===== src/rtl/collision_scan_if.sv =====
// -----------------------------------------------------------------------------
// collision_scan_if
// Groups the signals between the collision scan controller, the game FSM
// (start/done, doodle position, results) and the block table read port.
//   start, doodle_x, doodle_y  : scan request and doodle position
//   rd_en, rd_addr             : block table read request (controller drives)
//   rd_x, rd_y, rd_active      : block table read data, one cycle after rd_en
//   busy, done                 : scan status
//   hit, hit_col, hit_row      : result of the most recent scan
// Modports: slave = the controller, master = its environment.
// -----------------------------------------------------------------------------
interface collision_scan_if #(
  parameter int COORD_W = 32,
  parameter int IDX_W   = 11
);
  logic               start;
  logic [COORD_W-1:0] doodle_x;
  logic [COORD_W-1:0] doodle_y;
  logic               rd_en;
  logic [IDX_W-1:0]   rd_addr;
  logic [COORD_W-1:0] rd_x;
  logic [COORD_W-1:0] rd_y;
  logic               rd_active;
  logic               busy;
  logic               done;
  logic               hit;
  logic [IDX_W-1:0]   hit_col;
  logic [IDX_W-1:0]   hit_row;

  modport slave (
    input  start, doodle_x, doodle_y, rd_x, rd_y, rd_active,
    output rd_en, rd_addr, busy, done, hit, hit_col, hit_row
  );

  modport master (
    output start, doodle_x, doodle_y, rd_x, rd_y, rd_active,
    input  rd_en, rd_addr, busy, done, hit, hit_col, hit_row
  );
endinterface


===== src/rtl/collision_scan_ctrl.sv =====
// -----------------------------------------------------------------------------
// collision_scan_ctrl
// Walks the block table one entry per cycle after an accepted start, compares
// each active block against the latched doodle position and reports the first
// hit as a column/row index.
// Ports:
//   clk    : rising-edge clock
//   rst_n  : asynchronous active-low reset
//   bus    : collision_scan_if.slave (start/doodle in, table read port,
//            busy/done/hit/hit_col/hit_row out)
// Table index = col*BIH + row; row/col are tracked by counters rather than
// derived from the address, so no divider is needed.
// -----------------------------------------------------------------------------
module collision_scan_ctrl #(
  parameter int SCREEN_WIDTH  = 400,
  parameter int SCREEN_HEIGHT = 700,
  parameter int BLOCK_WIDTH   = 40,
  parameter int BLOCK_HEIGHT  = 5,
  parameter int COORD_W       = 32
) (
  input  logic              clk,
  input  logic              rst_n,
  collision_scan_if.slave   bus
);

  localparam int BIW   = SCREEN_WIDTH / BLOCK_WIDTH;
  localparam int BIH   = SCREEN_HEIGHT / BLOCK_HEIGHT;
  localparam int COUNT = BIW * BIH;
  localparam int IDX_W = $clog2(COUNT);

  localparam logic [IDX_W-1:0] LAST_IDX = IDX_W'(COUNT - 1);
  localparam logic [IDX_W-1:0] LAST_ROW = IDX_W'(BIH - 1);

  typedef enum logic [1:0] {
    S_IDLE  = 2'd0,
    S_SCAN  = 2'd1,
    S_DRAIN = 2'd2,
    S_DONE  = 2'd3
  } state_t;

  state_t             r_state;
  state_t             w_next;

  logic [IDX_W-1:0]   r_addr;
  logic [IDX_W-1:0]   r_row;
  logic [IDX_W-1:0]   r_col;
  logic               r_vld_p1;
  logic [IDX_W-1:0]   r_row_p1;
  logic [IDX_W-1:0]   r_col_p1;
  logic [COORD_W-1:0] r_dx;
  logic [COORD_W-1:0] r_dy;
  logic               r_hit;
  logic [IDX_W-1:0]   r_hit_col;
  logic [IDX_W-1:0]   r_hit_row;

  logic               w_accept;
  logic               w_cmp_vld;
  logic               w_match;
  logic               w_rd_en;
  logic               w_busy;
  logic               w_done;

  // Horizontal span check done one bit wider so a block near the top of the
  // coordinate range cannot wrap its right edge back to a small value.
  function automatic logic f_block_hit(
    input logic               act,
    input logic [COORD_W-1:0] bx,
    input logic [COORD_W-1:0] by,
    input logic [COORD_W-1:0] dx,
    input logic [COORD_W-1:0] dy
  );
    logic [COORD_W:0] right;
    right = {1'b0, bx} + (COORD_W+1)'(BLOCK_WIDTH);
    return act && (by == dy) && (bx <= dx) && ({1'b0, dx} <= right);
  endfunction

  assign w_accept  = (r_state == S_IDLE) && bus.start;
  // Read data is only meaningful the cycle after a real read was issued.
  assign w_cmp_vld = r_vld_p1 && ((r_state == S_SCAN) || (r_state == S_DRAIN));
  assign w_match   = w_cmp_vld &&
                     f_block_hit(bus.rd_active, bus.rd_x, bus.rd_y, r_dx, r_dy);

  // State register
  always_ff @(posedge clk or negedge rst_n) begin
    if (!rst_n) r_state <= S_IDLE;
    else        r_state <= w_next;
  end

  // Next-state logic
  always_comb begin
    w_next = r_state;
    unique case (r_state)
      S_IDLE:  if (bus.start) w_next = S_SCAN;
      S_SCAN: begin
        if (w_match)               w_next = S_DONE;
        else if (r_addr == LAST_IDX) w_next = S_DRAIN;
      end
      S_DRAIN: w_next = S_DONE;
      S_DONE:  w_next = S_IDLE;
      default: w_next = S_IDLE;
    endcase
  end

  // Output logic; the read stops in the same cycle a hit is seen.
  always_comb begin
    w_rd_en = 1'b0;
    w_busy  = 1'b0;
    w_done  = 1'b0;
    unique case (r_state)
      S_IDLE:  ;
      S_SCAN:  begin w_rd_en = ~w_match; w_busy = 1'b1; end
      S_DRAIN: w_busy = 1'b1;
      S_DONE:  begin w_busy = 1'b1; w_done = 1'b1; end
      default: ;
    endcase
  end

  // Stage p0: address and row/col counters for the read being issued
  always_ff @(posedge clk or negedge rst_n) begin
    if (!rst_n) begin
      r_addr <= '0;
      r_row  <= '0;
      r_col  <= '0;
    end else if (w_accept) begin
      r_addr <= '0;
      r_row  <= '0;
      r_col  <= '0;
    end else if ((r_state == S_SCAN) && (r_addr != LAST_IDX)) begin
      r_addr <= r_addr + 1'b1;
      if (r_row == LAST_ROW) begin
        r_row <= '0;
        r_col <= r_col + 1'b1;
      end else begin
        r_row <= r_row + 1'b1;
      end
    end
  end

  // Stage p1: valid and row/col aligned with returned read data
  always_ff @(posedge clk or negedge rst_n) begin
    if (!rst_n) r_vld_p1 <= 1'b0;
    else        r_vld_p1 <= w_rd_en;
  end

  always_ff @(posedge clk) begin
    r_row_p1 <= r_row;
    r_col_p1 <= r_col;
    if (w_accept) begin
      r_dx <= bus.doodle_x;
      r_dy <= bus.doodle_y;
    end
  end

  // Result capture: cleared on accepted start, set only by the first match
  always_ff @(posedge clk or negedge rst_n) begin
    if (!rst_n) begin
      r_hit     <= 1'b0;
      r_hit_col <= '0;
      r_hit_row <= '0;
    end else if (w_accept) begin
      r_hit     <= 1'b0;
      r_hit_col <= '0;
      r_hit_row <= '0;
    end else if (w_match) begin
      r_hit     <= 1'b1;
      r_hit_col <= r_col_p1;
      r_hit_row <= r_row_p1;
    end
  end

  assign bus.rd_en   = w_rd_en;
  assign bus.rd_addr = r_addr;
  assign bus.busy    = w_busy;
  assign bus.done    = w_done;
  assign bus.hit     = r_hit;
  assign bus.hit_col = r_hit_col;
  assign bus.hit_row = r_hit_row;

endmodule


===== src/flat_wrapper.sv =====
// flat-port wrapper written by rule: the top's interface ports become plain ports
module collision_scan_ctrl_flat 
#(
  parameter int SCREEN_WIDTH  = 400,
  parameter int SCREEN_HEIGHT = 700,
  parameter int BLOCK_WIDTH   = 40,
  parameter int BLOCK_HEIGHT  = 5,
  parameter int COORD_W       = 32
)
  (clk, rst_n, bus_start, bus_doodle_x, bus_doodle_y, bus_rd_x, bus_rd_y, bus_rd_active, bus_rd_en, bus_rd_addr, bus_busy, bus_done, bus_hit, bus_hit_col, bus_hit_row);
  collision_scan_if #(.COORD_W(COORD_W), .IDX_W((11))) bus_i ();
  input  logic clk;
  input  logic rst_n;
  input wire logic [$bits(bus_i.start)-1:0] bus_start;
  input wire logic [$bits(bus_i.doodle_x)-1:0] bus_doodle_x;
  input wire logic [$bits(bus_i.doodle_y)-1:0] bus_doodle_y;
  input wire logic [$bits(bus_i.rd_x)-1:0] bus_rd_x;
  input wire logic [$bits(bus_i.rd_y)-1:0] bus_rd_y;
  input wire logic [$bits(bus_i.rd_active)-1:0] bus_rd_active;
  output wire logic [$bits(bus_i.rd_en)-1:0] bus_rd_en;
  output wire logic [$bits(bus_i.rd_addr)-1:0] bus_rd_addr;
  output wire logic [$bits(bus_i.busy)-1:0] bus_busy;
  output wire logic [$bits(bus_i.done)-1:0] bus_done;
  output wire logic [$bits(bus_i.hit)-1:0] bus_hit;
  output wire logic [$bits(bus_i.hit_col)-1:0] bus_hit_col;
  output wire logic [$bits(bus_i.hit_row)-1:0] bus_hit_row;
  assign bus_i.start = bus_start;
  assign bus_i.doodle_x = bus_doodle_x;
  assign bus_i.doodle_y = bus_doodle_y;
  assign bus_i.rd_x = bus_rd_x;
  assign bus_i.rd_y = bus_rd_y;
  assign bus_i.rd_active = bus_rd_active;
  assign bus_rd_en = bus_i.rd_en;
  assign bus_rd_addr = bus_i.rd_addr;
  assign bus_busy = bus_i.busy;
  assign bus_done = bus_i.done;
  assign bus_hit = bus_i.hit;
  assign bus_hit_col = bus_i.hit_col;
  assign bus_hit_row = bus_i.hit_row;
  collision_scan_ctrl #(.SCREEN_WIDTH(SCREEN_WIDTH), .SCREEN_HEIGHT(SCREEN_HEIGHT), .BLOCK_WIDTH(BLOCK_WIDTH), .BLOCK_HEIGHT(BLOCK_HEIGHT), .COORD_W(COORD_W)) u_core (.clk(clk), .rst_n(rst_n), .bus(bus_i));
endmodule

===== config.mk =====
export PLATFORM = sky130hd
export DESIGN_NAME = collision_scan_ctrl_flat
export DESIGN_NICKNAME = d
export VERILOG_FILES = /design/src/rtl/collision_scan_if.sv /design/src/rtl/collision_scan_ctrl.sv /design/src/flat_wrapper.sv
export SDC_FILE = /design/constraint.sdc
export NUM_CORES = 1
export LEC_CHECK = 0
export ABC_CLOCK_PERIOD_IN_PS = 5300
export CAP_MARGIN = 20
export CORE_MARGIN = 2
export CORE_UTILIZATION = 55
export DETAILED_ROUTE_END_ITERATION = 10
export PLACE_DENSITY = 0.93
export SLEW_MARGIN = 40
export SYNTH_ARGS = -nofsm -noshare
export SYNTH_HDL_FRONTEND = slang
export SYNTH_SLANG_ARGS = --single-unit

===== constraint.sdc =====
create_clock -name clk -period 5.3 [get_ports clk]
set_input_delay 0.53 -clock clk [delete_from_list [all_inputs] [get_ports clk]]
set_output_delay 0.53 -clock clk [all_outputs]
set_load 0.05 [all_outputs]

# After elaboration in Yosys (flattened, before gate mapping)
# Cells that the tools add are included.
# totals
input_bits,132
reg_bits,145
# classes
n_mux,21
reduce_logical,15
eq_ne,9
bitwise_logic,1
n_addsub,4
order_cmp,2
# op_table
operator,count
$mux 11,12
$add 11x1->11 const B,3
$add 32x6->33 const B,1
$le 32x33->1,1
$eq 32x32->1,1
$le 32x32->1,1
$eq 11x11->1 const B,1
$eq 11x8->1 const B,1
$ne 11x11->1 const B,1
$pmux 2 s4,1
$logic_and 1x1->1,7
$mux 2,3
$reduce_bool 2->1,3
$mux 1,5
$eq 2x2->1 const B,2
$reduce_and 2->1,2
$ne 3x2->1 const B,1
$reduce_or 3->1,1
$eq 2x1->1 const B,1
$logic_not 2->1,1
$ne 2x2->1 const B,1
$logic_or 1x1->1,1
$not 1->1,1

# Depth between registers and ports, before layout
# Gate-level depths: netlist (run 1).
# depth
word_depth,7
depth_mapped,17

# Worst setup path after synthesis (run 1)
# OpenSTA, ideal clock, no wires.
# synth_timing
path_kind,input-to-output
from,in bus_rd_x[3]
to,out bus_rd_en
arrival_time_ns,3.671
t_required_ns,4.770
path_slack_ns,1.099
path_buffers,1
stages,16
path_cell_list,ha_1 > o211ai_1 > nor2_1 > and3_1 > and3_1 > nand3_1 > xor2_1 > ha_1 > and3_1 > nand2_1 > nor4_1 > and2_1 > a221oi_1 > o211ai_4 > buf_6 > and2_1
# synth_between
elab_chain_len,6
elab_cells_between_ends,8
classes_between,add/sub (1); order compare (2); mux (1); bitwise (1); reduce/logical (3)
# synth_lines
item,line,source
"start, declared",flat_wrapper.sv:17,input wire logic [$bits(bus_i.rd_x)-1:0] bus_rd_x;
$add 32x6->33 or $le 32x32->1 (tied branches),"collision_scan_ctrl.sv:73, collision_scan_ctrl.sv:74",
$le 32x33->1 or $logic_and 1x1->1 (tied branches),collision_scan_ctrl.sv:74,"return act && (by == dy) && (bx <= dx) && ({1'b0, dx} <= right);"
$logic_and 1x1->1 *,collision_scan_ctrl.sv:74,
$logic_and 1x1->1 *,collision_scan_ctrl.sv:80,assign w_match = w_cmp_vld &&
$not 1->1 *,collision_scan_ctrl.sv:111,S_SCAN: begin w_rd_en = ~w_match; w_busy = 1'b1; end
$mux 1 *,collision_scan_ctrl.sv:109,unique case (r_state)
"end, declared",flat_wrapper.sv:20,output wire logic [$bits(bus_i.rd_en)-1:0] bus_rd_en;
# Every way passes the cells marked *; elsewhere a longest branch is shown, timed or not.

# Final worst setup path (run 1)
# Ends and elaborated chain as after synthesis.

==> impl_results.md, run 1 <==
- Library cells used by synthesis: 57
- Sequential fraction of design power: 42.2%
- Sw frac: 32.59%
- Proportion of synthesized area in mux cells: 3.212%
- Synthesis warning total: 0
- Overall power of the completed layout: 3.494 mW
- Leak: 4.307 nW
- Number of antenna violations at the first check in global routing: 1
- Xor/xnor share of the synthesized area: a little under 9%
- Starting Density: a little under three fifths
- Status: finished, final reports clean
- Critical path class: in -> out
- Final antenna-violating net count: 0
- Setup repair after global routing missed its margin: false
- Final Critical Period: 4.997 ns
- Die extent in y: 120.9 µm
- Post-Syn Instances: 671
- Root Buffer: sky130_fd_sc_hd__clkbuf_16
- Remaining DRCs: 0
- Fillcell total: between 800 and 900
- Global-route wire length before repair: 30210 µm
- HPWL after detailed placement: ~14000 µm
- Synth Area in Compound Gates: 7.905%
- Final weighted congestion in routability-driven placement: 0.8781
- Most common cell after layout, fill and taps aside: sky130_fd_sc_hd__clkdlybuf4s50_1
- Commonest cells after routing, fill and taps aside: sky130_fd_sc_hd__clkdlybuf4s50_1 (166), sky130_fd_sc_hd__ha_1 (72), sky130_fd_sc_hd__edfxtp_1 (64)
- Setup TNS: 0 ns
- Resized Gates After CTS: 0
- Register bit count reported by yosys: 145
- Total Die Area: 14620 µm²
- Share of synthesized area occupied by flip-flops and latches: ~50%
- Startpoint class of the critical path: input port
- Average wire length per cell after detail routing: 18.25 µm
- Critical path capture point type: output pin
- Maximum number of pins on one net before global-route repair: 60
- Worst rel slew slack: 51.10%
- CTS H-tree depth: 4
- I/O Pins: about 170
- Post-synth design cell area: 7518 µm²
- Wire length after detailed routing: 19080 µm
- Horizontal die dimension: 120.9 µm
- Total number of placement rows: 42
- Synth Flop Type: sky130_fd_sc_hd__edfxtp_1
- Number of max-capacitance violations reported: 0
- Type of the most critical hold path: in -> async
- Count of nets after finishing: 1058
- Clock network fraction of design power: 32.8%
- Power Internal: between 2 and 2.5 mW
- Worst-skew pair later-pin latency: 0.43 ns
- # clock sinks: 145
- Mean area per synthesized cell: 11.20 µm²
- Ratio of cells with drive above 1 in the final layout: 5.767%
- Max Freq: 200.1 MHz
- Drt first-iter violations: 413
- Post-Synth Adder-Cell Area: roughly an eighth
- CTS tree: built
- Final Hold Viols: 0
- Proportion of register bits with asynchronous set or reset after synthesis: 40.69%
- Highest ir drop seen on vdd: 0.0004351 V
- Met3 track demand over resource: ~7.3%
- Storage cell area: between 3000 and 4000 µm²
- Setup slack of the worst register-to-register path: 2.44 ns
- Via density per instance: 5.627
- Hold bufs inserted after CTS: 0
- GR met1 Demand/Resource: between 30% and 40%
- Required @ worst endpoint: 4.77 ns
- Slew at the pin closest to its max-slew limit: 0.7335 ns
- Maximum buffer depth of the clock tree: 2
- Share of power burned in combinational logic: 25.0%
- Number of nets in the synthesized netlist: roughly 880
- Number of iterations in the first detailed-routing pass: 6
- Total CTS buffers: 17
- Setup Buffers After CTS: 0
- Global routing usage summed across all routing layers: 27.19%
- Global-route congestion overflow total: 0
- Vias after detailed routing: 5880
- Number of synthesized flops with an enable pin: 64
- Total area of multi-input combinational cells: 3442 µm²
- Core area: 13300 µm²
- Number of buffers added on ports: 168
- Crit Path Max Fanout: 5
- Pwr Density: 350.7 nW/µm²
- Arrival time at the worst endpoint: 4.47 ns
- Final max-slew violation count: 0
- Net switching component of the power: around 1.1 mW
- Maximum clock skew at final layout: 0.01373 ns
- Clk pin slew, worst setup/hold paths: 0.06 ns
- Met2 usage in global routing: 45.44%
- Routing layer with the top usage in global route: met2
- Dominant combinational cell family by area after synthesis: simple AND/OR/NAND/NOR gates
- Simple-gate share of the synthesized area: 13.95%
- Post-route fraction of the period consumed by the critical path: 94.29%
- Number of global-route vias before repair: between 5000 and 6000
- Relative area change from synthesis to final layout: 32.50%
- Final setup viols: 0
through the flow:
step	instance area, µm²	hold slack, ns	cells	util [%]	setup slack [ns]
after floorplan	7518	0.2344	671	-	1.099
after global placement	9400	0.3716	1011	70.70	0.4124
after detailed placement	9400	0.3808	1011	70.70	0.3671
after CTS	9957	0.2627	1043	74.89	0.3100
after global routing	9960	0.3106	1044	74.91	0.008355
final	9962	0.2467	1045	74.93	0.3027
worst paths after layout:
check	start	end	cells after the start
worst max-delay path	bus_rd_x[3]	bus_rd_en	17
worst min-delay path	rst_n	u_core.bus.rd_addr[3]$_DFFE_PN0P_	2
worst max register to register	u_core.r_dx[14]$_DFFE_PP_	u_core.r_state[1]$_DFFE_PN0P_	11
worst min register to register	u_core.r_col[10]$_DFFE_PN0P_	u_core.r_col_p1[10]$_DFF_P_	0
max in group asynchronous	rst_n	u_core.r_col[4]$_DFFE_PN0P_	2
min in group clk	u_core.r_col[10]$_DFFE_PN0P_	u_core.r_col_p1[10]$_DFF_P_	0
state kept, by name (all words and copies together) (netlist names):
signal,cells
u_core.r_state,2
u_core.r_row,11
u_core.r_col,11
u_core.r_col_p1,11
u_core.bus.hit,1
u_core.bus.hit_row,11
u_core.r_dy,32
u_core.r_dx,32
u_core.bus.hit_col,11
u_core.r_vld_p1,1
u_core.bus.rd_addr,11
u_core.r_row_p1,11
cell usage after synthesis (12+ instances only):
cell type,count,share of area [%]
sky130_fd_sc_hd__nand2_1,40,2.0
sky130_fd_sc_hd__xnor2_1,21,2.4
sky130_fd_sc_hd__and3_1,12,1.0
sky130_fd_sc_hd__nor2_1,59,2.9
sky130_fd_sc_hd__ha_1,72,12
sky130_fd_sc_hd__mux2i_1,23,3.1
sky130_fd_sc_hd__dfxtp_1,22,5.9
sky130_fd_sc_hd__edfxtp_1,64,26
sky130_fd_sc_hd__dfrtp_1,59,20
sky130_fd_sc_hd__xor2_1,54,6.3
sky130_fd_sc_hd__nand4_1,25,2.1
sky130_fd_sc_hd__a21oi_1,38,2.5
sky130_fd_sc_hd__o21ai_0,25,1.7
sky130_fd_sc_hd__nand3_1,25,1.7
sky130_fd_sc_hd__inv_1,47,2.3
cell families (layout without fill, tap and decap cells):
logic type	count (synthesis)	in the layout
other	0	2
AND/OR/NAND/NOR	204	204
XOR/XNOR	75	75
buffers and inverters	56	252
multiplexers	24	24
AO/OA/AOI/OAI	95	95
flip-flops	145	145
adder cells (fa/ha/maj)	72	72
worst max-delay path, cell delays in order:
cell and delay [ns]:
sky130_fd_sc_hd__clkdlybuf4s50_1 0.55, sky130_fd_sc_hd__ha_1 0.25, sky130_fd_sc_hd__o211ai_1 0.15, sky130_fd_sc_hd__nor2_1 0.30, sky130_fd_sc_hd__and3_1 0.32, sky130_fd_sc_hd__and3_1 0.25
sky130_fd_sc_hd__nand3_1 0.11, sky130_fd_sc_hd__xor2_1 0.16, sky130_fd_sc_hd__ha_1 0.29, sky130_fd_sc_hd__and3_1 0.20, sky130_fd_sc_hd__nand2_1 0.06, sky130_fd_sc_hd__nor4_1 0.05
sky130_fd_sc_hd__a221o_1 0.30, sky130_fd_sc_hd__a221oi_1 0.39, sky130_fd_sc_hd__o211ai_4 0.16, sky130_fd_sc_hd__and2_1 0.24, sky130_fd_sc_hd__buf_12 0.16
power by group through the flow:
| stage | logic [mW] | registers [mW] | clock network [mW] |
|---|---|---|---|
| 2_1_floorplan | 0.509 | 1.50 | 0 |
| 3_3_place_gp | 0.825 | 1.48 | 0 |
| 3_5_place_dp | 0.853 | 1.49 | 0 |
| 4_1_cts | 0.872 | 1.47 | 1.16 |
| 5_1_grt | 0.965 | 1.49 | 1.20 |
| 6_report | 0.874 | 1.47 | 1.15 |
per-layer routing:
metal,wire (µm),up-vias
met4,602,0
met1,7816,2843
met3,1133,55
met2,9522,202
met5,0,-
li1,-,2780
area by class of cell:
type                    instances  share of cell area, %
diodes                          2                0.05024
clock buffers                  21                  4.647
clock inverters                11                 0.9420
inverters                      48                  1.834
multi-input cells             470                  34.55
flip-flops and latches        145                  38.53
well taps                     176                  2.210
repair buffers                172                  17.23
No activity file was read; power rests on OpenSTA's default activity.
==> run 2: changes to the inputs <==
Settings changed: CAP_MARGIN 20 to unset, CTS_CLUSTER_SIZE set to 40.
==> results of run 2 <==
The final DEF is identical to that of run 1; final timing and power are the same.
==> run 3: changes to the inputs <==
Settings changed: ABC_CLOCK_PERIOD_IN_PS 5300 to 5710, CORE_UTILIZATION 55 to 51, CTS_CLUSTER_DIAMETER set to 40, PLACE_DENSITY 0.93 to 0.88.
Clock period 5.3 ns to 5.71 ns, I/O delays scaled along.
==> run 3 against run 2 <==
- non-clock buffer count down 1
- worst setup slack better by 0.31 ns
- die area up 7.6%
- routed wire length is 8.4% lower
- total power shrank 5.3%
- sequential power shrank 7%
- design area rose by 0.58%
- critical path type unchanged
==> impl_results.md, run 3 (synthesis gave the netlist of run 1 again) <==
- Highest ir drop seen on vdd: 0.0003343 V
- Global-route wire length before repair: between 20000 and 30000 µm
- Number of global-route vias before repair: 5804
- Arrival time at the worst endpoint: 4.53 ns
- Drt first-iter violations: 371
- Wire length after detailed routing: 17480 µm
- Number of iterations in the first detailed-routing pass: 5
- Hold bufs inserted after CTS: 0
- Critical path capture point type: output pin
- Final core utilization: 69.20%
- Global routing usage summed across all routing layers: 22.82%
- Maximum number of pins on one net before global-route repair: 60
- Resized Gates After CTS: 0
- Average wire length per cell after detail routing: around 17 µm
- # clock sinks: 145
- CTS H-tree depth: 4
- Maximum clock skew at final layout: 0.009049 ns
- Leak: 4.334 nW
- Total number of placement rows: 44
- Remaining DRCs: 0
- Critical path class: in -> out
- Final Critical Period: slightly above 5 ns
- Biggest regs: u_core.r_dx (32), u_core.r_dy (32)
- Ratio of cells with drive above 1 in the final layout: 5.774%
- Final weighted congestion in routability-driven placement: about 0.89
- Worst rel slew slack: roughly 50%
- Commonest cells after routing, fill and taps aside: sky130_fd_sc_hd__clkdlybuf4s50_1 (166), sky130_fd_sc_hd__ha_1 (72), sky130_fd_sc_hd__edfxtp_1 (64)
- Final max-slew violation count: 0
- Number of max-capacitance violations reported: 0
- Via density per instance: 5.480
- CTS tree: built
- Final Hold Viols: 0
- Placement-stage worst setup slack: 0.6240 ns
- Most common cell after layout, fill and taps aside: sky130_fd_sc_hd__clkdlybuf4s50_1
- Number of antenna violations at the first check in global routing: 0
- Relative area change from synthesis to final layout: 33.27%
- Total Die Area: 15730 µm²
- Startpoint class of the critical path: input port
- Pwr Density: approximately 330 nW/µm²
- Crit Path Max Fanout: 5
- Setup Buffers After CTS: 0
- Total CTS buffers: 17
- Status: finished, final reports clean
- Worst-skew pair later-pin latency: 0.42 ns
- Horizontal die dimension: 125.4 µm
- Setup TNS: 0 ns
- Starting Density: slightly above 50%
- Number of buffers added on ports: 168
- Slew at the pin closest to its max-slew limit: between 0.7 and 0.8 ns
- Post-layout worst setup margin: ~0.6 ns
- Maximum buffer depth of the clock tree: 2
- I/O Pins: 169
- Root Buffer: sky130_fd_sc_hd__clkbuf_16
- Type of the most critical hold path: in -> async
- Global-route congestion overflow total: 0
- Final setup viols: 0
- Vias after detailed routing: 5759
- Die extent in y: 125.4 µm
- Count of nets after finishing: 1057
- Clk pin slew, worst setup/hold paths: around 0.070 ns
- Post-route fraction of the period consumed by the critical path: 89.28%
- HPWL after detailed placement: 12780 µm
- Required @ worst endpoint: 5.14 ns
- Setup repair after global routing missed its margin: false
- Core area: 14480 µm²
- Final antenna-violating net count: 0
- Max Freq: 196.2 MHz
[run 3: cell type report]
class	count	area, µm²
antenna	1	2.502
clock buffer	19	454.2
clock inverter	13	160.2
fill	1008	4459
inverter	48	182.7
multi-input combinational	470	3442
sequential	145	3839
tap	184	230.2
timing repair buffer	171	1709
[run 3: path summary, 6_finish.rpt]
check	start	end	slack, ns	depth (start not counted)
setup / recovery	bus_rd_x[3]	bus_rd_en	0.61	17
hold / removal	rst_n	u_core.bus.rd_addr[5]$_DFFE_PN0P_	0.29	2
setup reg to reg	u_core.r_dx[19]$_DFFE_PP_	u_core.r_state[1]$_DFFE_PN0P_	2.73	10
hold reg to reg	u_core.r_col[10]$_DFFE_PN0P_	u_core.r_col_p1[10]$_DFF_P_	0.39	0
max in group asynchronous	rst_n	u_core.r_row[8]$_DFFE_PN0P_	4.94	2
min in group clk	u_core.r_col[10]$_DFFE_PN0P_	u_core.r_col_p1[10]$_DFF_P_	0.39	0
[run 3: worst max-delay path, cell delays in order]
cell,delay (ns)
sky130_fd_sc_hd__clkdlybuf4s50_1,0.55
sky130_fd_sc_hd__ha_1,0.23
sky130_fd_sc_hd__o211ai_1,0.13
sky130_fd_sc_hd__nor2_1,0.26
sky130_fd_sc_hd__and3_1,0.33
sky130_fd_sc_hd__and3_1,0.25
sky130_fd_sc_hd__nand3_1,0.11
sky130_fd_sc_hd__xor2_1,0.17
sky130_fd_sc_hd__ha_1,0.29
sky130_fd_sc_hd__and3_1,0.20
sky130_fd_sc_hd__nand2_1,0.08
sky130_fd_sc_hd__nor4_1,0.06
sky130_fd_sc_hd__a221o_1,0.30
sky130_fd_sc_hd__a221oi_1,0.40
sky130_fd_sc_hd__o211ai_4,0.16
sky130_fd_sc_hd__and2_1,0.25
sky130_fd_sc_hd__buf_12,0.16
[run 3: power by group]
part	internal, mW	switching (mW)	leakage, nW	total [mW]
Combinational	0.326	0.464	2.45	0.790
Sequential	1.26	0.0973	1.58	1.36
Clock	0.688	0.472	0.306	1.16
[run 3: metrics by stage]
step	power (mW)	instances	hold WS, ns	instance area, µm²
floorplan	1.863	671	0.2754	7518
global placement	2.130	1018	0.3742	9403
detailed placement	2.157	1018	0.3783	9403
CTS	3.328	1050	0.3141	10020
global route	3.488	1050	0.3463	10020
finish	3.309	1051	0.2906	10020
[run 3: layer usage]
| metal | share of wire [%] | track usage [%] |
|---|---|---|
| met1 | 42 | 28.65 |
| met4 | 2.2 | 7.974 |
| met3 | 6.3 | 5.477 |
| met2 | 50 | 38.78 |
| met5 | 0 | 0 |
